## config.mk

```make
export PLATFORM = sky130hd
export DESIGN_NAME = paddle_input_ctrl
export DESIGN_NICKNAME = d
export VERILOG_FILES = /design/src/rtl/paddle_input_ctrl.sv
export SDC_FILE = /design/constraint.sdc
export NUM_CORES = 1
export LEC_CHECK = 0
export CAP_MARGIN = 40
export CORE_ASPECT_RATIO = 0.6
export CORE_MARGIN = 4
export CORE_UTILIZATION = 60
export CTS_BUF_LIST = sky130_fd_sc_hd__clkbuf_2 sky130_fd_sc_hd__clkbuf_4 sky130_fd_sc_hd__clkbuf_8
export CTS_CLUSTER_DIAMETER = 150
export DETAILED_ROUTE_END_ITERATION = 10
export GPL_TIMING_DRIVEN = 0
export PLACE_DENSITY = 0.85
export SLEW_MARGIN = 25
export SYNTH_ARGS = -nofsm -noshare
export SYNTH_HDL_FRONTEND = slang
export SYNTH_SLANG_ARGS = --single-unit
```

## constraint.sdc

```tcl
create_clock -name clock -period 2.7 [get_ports clock]
set_input_delay 0.675 -clock clock [delete_from_list [all_inputs] [get_ports clock]]
set_output_delay 0.675 -clock clock [all_outputs]
set_load 0.1 [all_outputs]
```

## src/rtl/paddle_input_ctrl.sv

```systemverilog
// paddle_input_ctrl: turns one player's raw up/down push-buttons into
// single-cycle paddle step strobes, with sync, debounce and rate limiting.
//
// Ports:
//   clock    in   system clock, rising edge
//   reset    in   asynchronous active-high reset
//   btn_up   in   raw "move up" button, active-high, asynchronous
//   btn_down in   raw "move down" button, active-high, asynchronous
//   up       out  one-cycle up step strobe (one pixel)
//   down     out  one-cycle down step strobe (one pixel)
//   up_db    out  debounced btn_up level
//   down_db  out  debounced btn_down level
//   fast     out  high while the step rate is accelerated
//
// Build option: define PADDLE_ACCEL_EN to enable the accelerated FAST
// state. Without it the step period stays STEP_DIV for the whole hold
// and fast is tied low.

module paddle_input_ctrl #(
  parameter int DEBOUNCE_CYCLES = 250000,
  parameter int STEP_DIV        = 416666,
  parameter int ACCEL_STEPS     = 32
) (
  input  logic clock,
  input  logic reset,
  input  logic btn_up,
  input  logic btn_down,
  output logic up,
  output logic down,
  output logic up_db,
  output logic down_db,
  output logic fast
);

  localparam int DW =
    (DEBOUNCE_CYCLES > 1) ? $clog2(DEBOUNCE_CYCLES) : 1;
  localparam int SW = $clog2(STEP_DIV);

  localparam logic [DW-1:0] DB_TERM =
    DW'(DEBOUNCE_CYCLES - 1);
  localparam logic [SW-1:0] SLOW_TERM =
    SW'(STEP_DIV - 1);

  localparam logic [1:0] S_IDLE = 2'd0;
  localparam logic [1:0] S_SLOW = 2'd1;

`ifdef PADDLE_ACCEL_EN
  localparam int AW = $clog2(ACCEL_STEPS + 1);
  localparam logic [1:0] S_FAST = 2'd2;
  localparam logic [SW-1:0] FAST_TERM =
    SW'(STEP_DIV / 2 - 1);
  localparam logic [AW-1:0] ACC_TERM =
    AW'(ACCEL_STEPS);
`endif

  // ---------------- sync + debounce ----------------
  // index 0 = up button, index 1 = down button
  logic [1:0]    w_raw;
  logic [1:0]    r_s1;
  logic [1:0]    r_s2;
  logic [1:0]    r_db;
  logic [DW-1:0] r_dbc [2];

  assign w_raw = {btn_down, btn_up};

  always_ff @(posedge clock or posedge reset) begin
    if (reset) begin
      r_s1 <= '0;
      r_s2 <= '0;
      r_db <= '0;
      for (int i = 0; i < 2; i++) begin
        r_dbc[i] <= '0;
      end
    end else begin
      r_s1 <= w_raw;
      r_s2 <= r_s1;
      for (int i = 0; i < 2; i++) begin
        if (r_s2[i] == r_db[i]) begin
          // any return to the accepted level restarts the count
          r_dbc[i] <= '0;
        end else if (r_dbc[i] == DB_TERM) begin
          r_db[i]  <= ~r_db[i];
          r_dbc[i] <= '0;
        end else begin
          r_dbc[i] <= r_dbc[i] + DW'(1);
        end
      end
    end
  end

  // ---------------- direction decode ----------------
  logic w_req_up;
  logic w_req_dn;
  logic w_hold;

  assign w_req_up = r_db[0] & ~r_db[1];
  assign w_req_dn = r_db[1] & ~r_db[0];

  // ---------------- step FSM ----------------
  logic [1:0]    r_state;
  logic          r_dir;   // 0 = up, 1 = down
  logic [SW-1:0] r_step;
  logic          r_up;
  logic          r_dn;

  logic [1:0]    w_nstate;
  logic          w_ndir;
  logic [SW-1:0] w_nstep;
  logic [SW-1:0] w_term;
  logic          w_nup;
  logic          w_ndn;

`ifdef PADDLE_ACCEL_EN
  logic [AW-1:0] r_acc;
  logic [AW-1:0] w_nacc;
  logic [AW-1:0] w_acc_inc;

  assign w_acc_inc = r_acc + AW'(1);
  assign w_term =
    (r_state == S_FAST) ? FAST_TERM : SLOW_TERM;
`else
  assign w_term = SLOW_TERM;
`endif

  // the latched direction is still the only button held
  assign w_hold = r_dir ? w_req_dn : w_req_up;

  always_comb begin
    w_nstate = r_state;
    w_ndir   = r_dir;
    w_nstep  = r_step;
    w_nup    = 1'b0;
    w_ndn    = 1'b0;
`ifdef PADDLE_ACCEL_EN
    w_nacc   = r_acc;
`endif
    case (r_state)
      S_IDLE: begin
        w_nstep = '0;
`ifdef PADDLE_ACCEL_EN
        w_nacc  = AW'(1);
`endif
        if (w_req_up | w_req_dn) begin
          // first step fires on the exit cycle
          w_ndir   = w_req_dn;
          w_nup    = w_req_up;
          w_ndn    = w_req_dn;
          w_nstate = S_SLOW;
`ifdef PADDLE_ACCEL_EN
          if (AW'(1) == ACC_TERM) begin
            w_nstate = S_FAST;
            w_nacc   = '0;
          end
`endif
        end
      end
      default: begin
        if (!w_hold) begin
          // release, chord or reversal: idle one cycle
          w_nstate = S_IDLE;
          w_nstep  = '0;
        end else if (r_step == w_term) begin
          w_nup   = ~r_dir;
          w_ndn   = r_dir;
          w_nstep = '0;
`ifdef PADDLE_ACCEL_EN
          if (r_state == S_SLOW) begin
            if (w_acc_inc == ACC_TERM) begin
              w_nstate = S_FAST;
              w_nacc   = '0;
            end else begin
              w_nacc = w_acc_inc;
            end
          end
`endif
        end else begin
          w_nstep = r_step + SW'(1);
        end
      end
    endcase
  end

  always_ff @(posedge clock or posedge reset) begin
    if (reset) begin
      r_state <= S_IDLE;
      r_dir   <= 1'b0;
      r_step  <= '0;
      r_up    <= 1'b0;
      r_dn    <= 1'b0;
`ifdef PADDLE_ACCEL_EN
      r_acc   <= '0;
`endif
    end else begin
      r_state <= w_nstate;
      r_dir   <= w_ndir;
      r_step  <= w_nstep;
      r_up    <= w_nup;
      r_dn    <= w_ndn;
`ifdef PADDLE_ACCEL_EN
      r_acc   <= w_nacc;
`endif
    end
  end

  // ---------------- outputs ----------------
  assign up      = r_up;
  assign down    = r_dn;
  assign up_db   = r_db[0];
  assign down_db = r_db[1];

`ifdef PADDLE_ACCEL_EN
  assign fast = (r_state == S_FAST);
`else
  assign fast = 1'b0;
`endif

endmodule

```

=== Word-level counts from Yosys, hierarchy flattened ===
Index checks and enable logic that the tools add are counted.

* Flip-flop bits (word level): 66
* Input port bits: 4
* Word-level logic and storage cells: 53

* Add/subtract/negate cells: 3
* Eq/ne operators: 7
* Multiplexer cells: 19
* Bitwise operators: 8
* Reductions and logical operators: 5

{| class="wikitable"
|+ Operators by type and width
! cell !! number
|-
| $mux 18 || 4
|-
| $mux 19 || 3
|-
| $add 18x1->18 const B || 2
|-
| $eq 18x18->1 const B || 2
|-
| $add 19x1->19 const B || 1
|-
| $eq 19x19->1 const B || 1
|-
| $mux 1 || 9
|-
| $reduce_and 2->1 || 4
|-
| $mux 2 || 3
|-
| $not 1->1 || 5
|-
| $and 1x1->1 || 2
|-
| $eq 1x1->1 || 2
|-
| $logic_not 2->1 || 1
|-
| $ne 2x1->1 const B || 1
|-
| $ne 2x2->1 const B || 1
|-
| $or 1x1->1 || 1
|}

=== Longest topological paths before layout ===
* Word-level depth: 5
* Gate-level depth with buffers: 8
* Mapped depth without buffers: 6

=== Least setup slack after synthesis ===
OpenSTA, ideal clock, no wires.

* Path type: register to register
* Start point: register r_db[0]
* End point: register r_step[10]
* Library setup time: 0.121 ns
* Data arrival time: 2.146 ns
* Slack: 0.433 ns
* Stages on the path, launching flop included: 9
* Path buffers: 2
* Path through: dfrtp_1 inv_1 ha_1 and2_1 o21ai_0 a21o_1 buf_2 buf_2 nor2_1

* Word-level cells in the longest chain between the ends: 5
* Elaborated cells between the ends (all ways): 6

{| class="wikitable"
|+ RTL lines
! element !! line !! RTL
|-
| start: declaration || 61 || <nowiki>logic [1:0] r_db;</nowiki>
|-
| start signal: indexed assignment || 82 || <nowiki>r_db[i] <= ~r_db[i];</nowiki>
|-
| $not 1->1 || 97 || <nowiki>assign w_req_dn = r_db[1] & ~r_db[0];</nowiki>
|-
| $and 1x1->1 || 97 ||
|-
| via w_req_dn || 93 || <nowiki>logic w_req_dn;</nowiki>
|-
| $mux 1 || 126 || <nowiki>assign w_hold = r_dir ? w_req_dn : w_req_up;</nowiki>
|-
| $mux 19 || 158 || <nowiki>if (!w_hold) begin</nowiki>
|-
| $mux 19 || 137 || <nowiki>case (r_state)</nowiki>
|-
| via w_nstep[10] || 108 || <nowiki>logic [SW-1:0] w_nstep;</nowiki>
|-
| end signal: assignment || 196 || <nowiki>r_step <= w_nstep;</nowiki>
|-
| end: declaration || 102 || <nowiki>logic [SW-1:0] r_step;</nowiki>
|}

The timed path passes the listed nets, and every way through them passes these cells.
A chain may end at the register's enable or synchronous reset.

=== Worst setup path after layout ===
* Start point: register r_db[0]
* End point: output port up_db

{| class="wikitable"
|+ RTL lines
! element !! line !! RTL
|-
| end: declaration || 30 || <nowiki>output logic up_db,</nowiki>
|}

No word-level cell between the ends.

==> impl_metrics.tcl <==
set metrics [dict create \
    status "finished, final reports clean" \
    synth_most_common_cell "dfrtp_1" \
    swShare 0.229 \
    peakVddDrop_v 0.000397 \
    synth-simple-area-share 0.245 \
    ant_nets 0 \
    place_inst 396 \
    drv_cap 0 \
    end_kind "output pin" \
    rsz0062_at_grt "false" \
    synth-seq-area-share 0.511 \
    grt_pass1_wl_microns 11300 \
    cp.required_ps 2030 \
    yosys_register_bits 65 \
    dieArea_sq_um 6570 \
    cts_max_level 3 \
    cts_buffer_depth 2 \
    place.gp.congestion 0.847 \
    synth_commonest_cells "65 x dfrtp_1, 50 x nor2_1, 26 x xnor2_1" \
    hp-class "flip-flop to flip-flop" \
    drt-vias-per-instance 5.85 \
    hold_viol_final 0 \
    finalNonFillerCells 411 \
    cts_setup_buffers 0 \
    ys_warn_count 0 \
    fin_crit_sh 0.859 \
    power_mw 1.77 \
    power.density_nw_per_um2 492 \
    cts_buffers 9 \
    synth_top_family_by_area "simple AND/OR/NAND/NOR gates" \
    seq_area_sq_um 1630 \
    synthXorXnorAreaFrac 0.110 \
    pre_cts_ws_ps 522 \
    r2r-start "r_dbc[13]" \
    reg2regPathDepth 4 \
    vias 2405 \
    ff2ff_setup_slack_ps 520 \
    row_count 20 \
    setup_ws_ps 381 \
    dr.pass1.iters 4 \
    slew_headroom 0.623 \
    multi_input_area_sq_um 1450 \
    clock_sinks 65 \
    synthDistinctLibCells 38 \
    whs_ps 349 \
    gr-total-overflow 0 \
    yosysTopAreaCell "dfrtp_1" \
    r2r_end "r_dbc[10]" \
    ys_async_sr_fraction 1.00 \
    holdPathEnd "r_s2[0]" \
    placed_area_sq_um 3420 \
    slew_violations 0 \
    final.setup_skew_ps 7.38 \
    synthAdderAreaFrac 0.0275 \
    drt-total-wl_microns 6460 \
    p_int_mw 1.36 \
    p_clk_frac 0.402 \
    nNetsFinal 352 \
    die_h_microns 64.4 \
    drive_gt1_frac 0.110 \
    grt_pass1_vias 2294 \
    pin_count 9 \
    combPwrFrac 0.036 \
    synthMuxAreaShare 0.00708 \
    antenna_found_initial 0 \
    fin_area_sq_um 3590 \
    antenna_cells 0 \
    worstSetupPathType "flip-flop to output pin" \
    root_buffer "clkbuf_8" \
    leakage_nw 1.41 \
    seqPwrFrac 0.562 \
    syn_avg_cell_area_sq_um 10.0 \
    critical_path_arrival_ps 1640 \
    fillCellCount 376 \
    setup_viol 0 \
    start_util 0.623 \
    first_iter_violations 162 \
    tightest_slew_ps 563 \
    cts_tree "built" \
    wl_per_cell_microns 15.7 \
    port_buffers 7 \
    synth_cells 318 \
    yosys_most_used_dff "dfrtp_1" \
    clkLatencyLatePin_ps 340 \
    syn_nets 329 \
    max_freq_mhz 431 \
    die-width_microns 102 \
    ctsHoldBuffers 0 \
    grt_max_degree 48 \
    clk_pin_slew_worst_paths_ps 70 \
    synthToLayoutAreaGrowth_pct 12.8 \
    drc 0 \
    syn-cell-area_sq_um 3180 \
    grt_use_total 0.223 \
    synth_edf_count 0 \
    switching_power_mw 0.405 \
    worst-path-max-fanout 6 \
    synth_area_leaders "dfrtp_1 51%, xnor2_1 7.2%, nor2_1 5.9%, xor2_1 3.9%, ha_1 2.8%" \
    cts_resized 0 \
    synth_top_area_frac 0.511 \
    start_kind "flip-flop" \
    hold_path_depth 0 \
    min_from "r_s1[0]" \
    core_area_sq_um 5100 \
    synth_compound_area_frac 0.0661 \
    layout_min_cycle_time_ps 2320 \
    dp_hpwl_microns 4490 \
]
-- sequential cells by signal (all words and copies together), names as in the netlist --
name	cells
down	1
r_db	2
r_dbc	36
r_dir	1
r_s1	2
r_s2	2
r_state	1
r_step	19
up	1
-- worst max-delay path: stages, from the launching register on --
cell and delay [ps]:
dfrtp_1 510, clkdlybuf4s50_1 590, buf_8 210
-- cells in the final DEF, fill, tap and decap left out, types with 11 or more instances in the layout --
cell	instances
dfrtp_1	65
xnor2_1	26
nor4_1	12
nor2_1	50
a21oi_1	11
xor2_1	14
nand3_1	16
nand4_1	12
inv_1	16
nand2_1	18
-- kinds of logic after synthesis --
family / count (synthesis)
other: 1
multiplexers: 2
buffers and inverters: 23
AO/OA/AOI/OAI: 31
flip-flops: 65
AND/OR/NAND/NOR: 149
XOR/XNOR: 40
adder cells (fa/ha/maj): 7
-- power by group through the flow --
stage | registers (mW) | clock network (mW) | logic, mW
floorplan | 1.01 | 0 | 0.0443
global placement | 1.01 | 0 | 0.0576
detailed placement | 1.01 | 0 | 0.0646
CTS | 0.993 | 0.726 | 0.0649
global route | 0.994 | 0.775 | 0.0720
finish | 0.993 | 0.710 | 0.0629
-- metrics by stage --
| step | setup TNS (ps) | utilization |
|---|---|---|
| 2_1_floorplan | 0 | - |
| 5_1_grt | 0 | 0.703 |
| 3_3_place_gp | -41890 | 0.653 |
| 3_5_place_dp | 0 | 0.671 |
| 6_report | 0 | 0.703 |
| 4_1_cts | 0 | 0.703 |
-- routing by layer --
| metal | GRT usage | wire, microns | part of all wire | vias up |
|---|---|---|---|---|
| met1 | 0.315 | 3060 | 0.47 | 1159 |
| met2 | 0.337 | 2940 | 0.45 | 76 |
| li1 | - | - | - | 1160 |
| met4 | 0.0524 | 73 | 0.011 | 0 |
| met3 | 0.0687 | 390 | 0.060 | 10 |
| met5 | 0 | 0 | 0 | - |
-- how the worst max path moves through the flow --
stage          slack, ps   endpoint  startpoint
6_report             380      up_db     r_db[0]
5_1_grt              350      up_db     r_db[0]
4_1_cts              380      up_db     r_db[0]
3_5_place_dp         520  r_dbc[10]   r_dbc[13]
3_3_place_gp        -650  r_dbc[28]       reset
2_1_floorplan        400       down       reset
-- layout make-up --
type                       instances  share of cell area
buffer                             6              0.0105
tap                               66              0.0230
timing repair buffer              12              0.0439
clock buffer                      11              0.0404
clock inverter                     4             0.00558
multi-input combinational        230               0.405
sequential                        65               0.453
inverter                          17              0.0185
(Power assumes the default switching activity.)
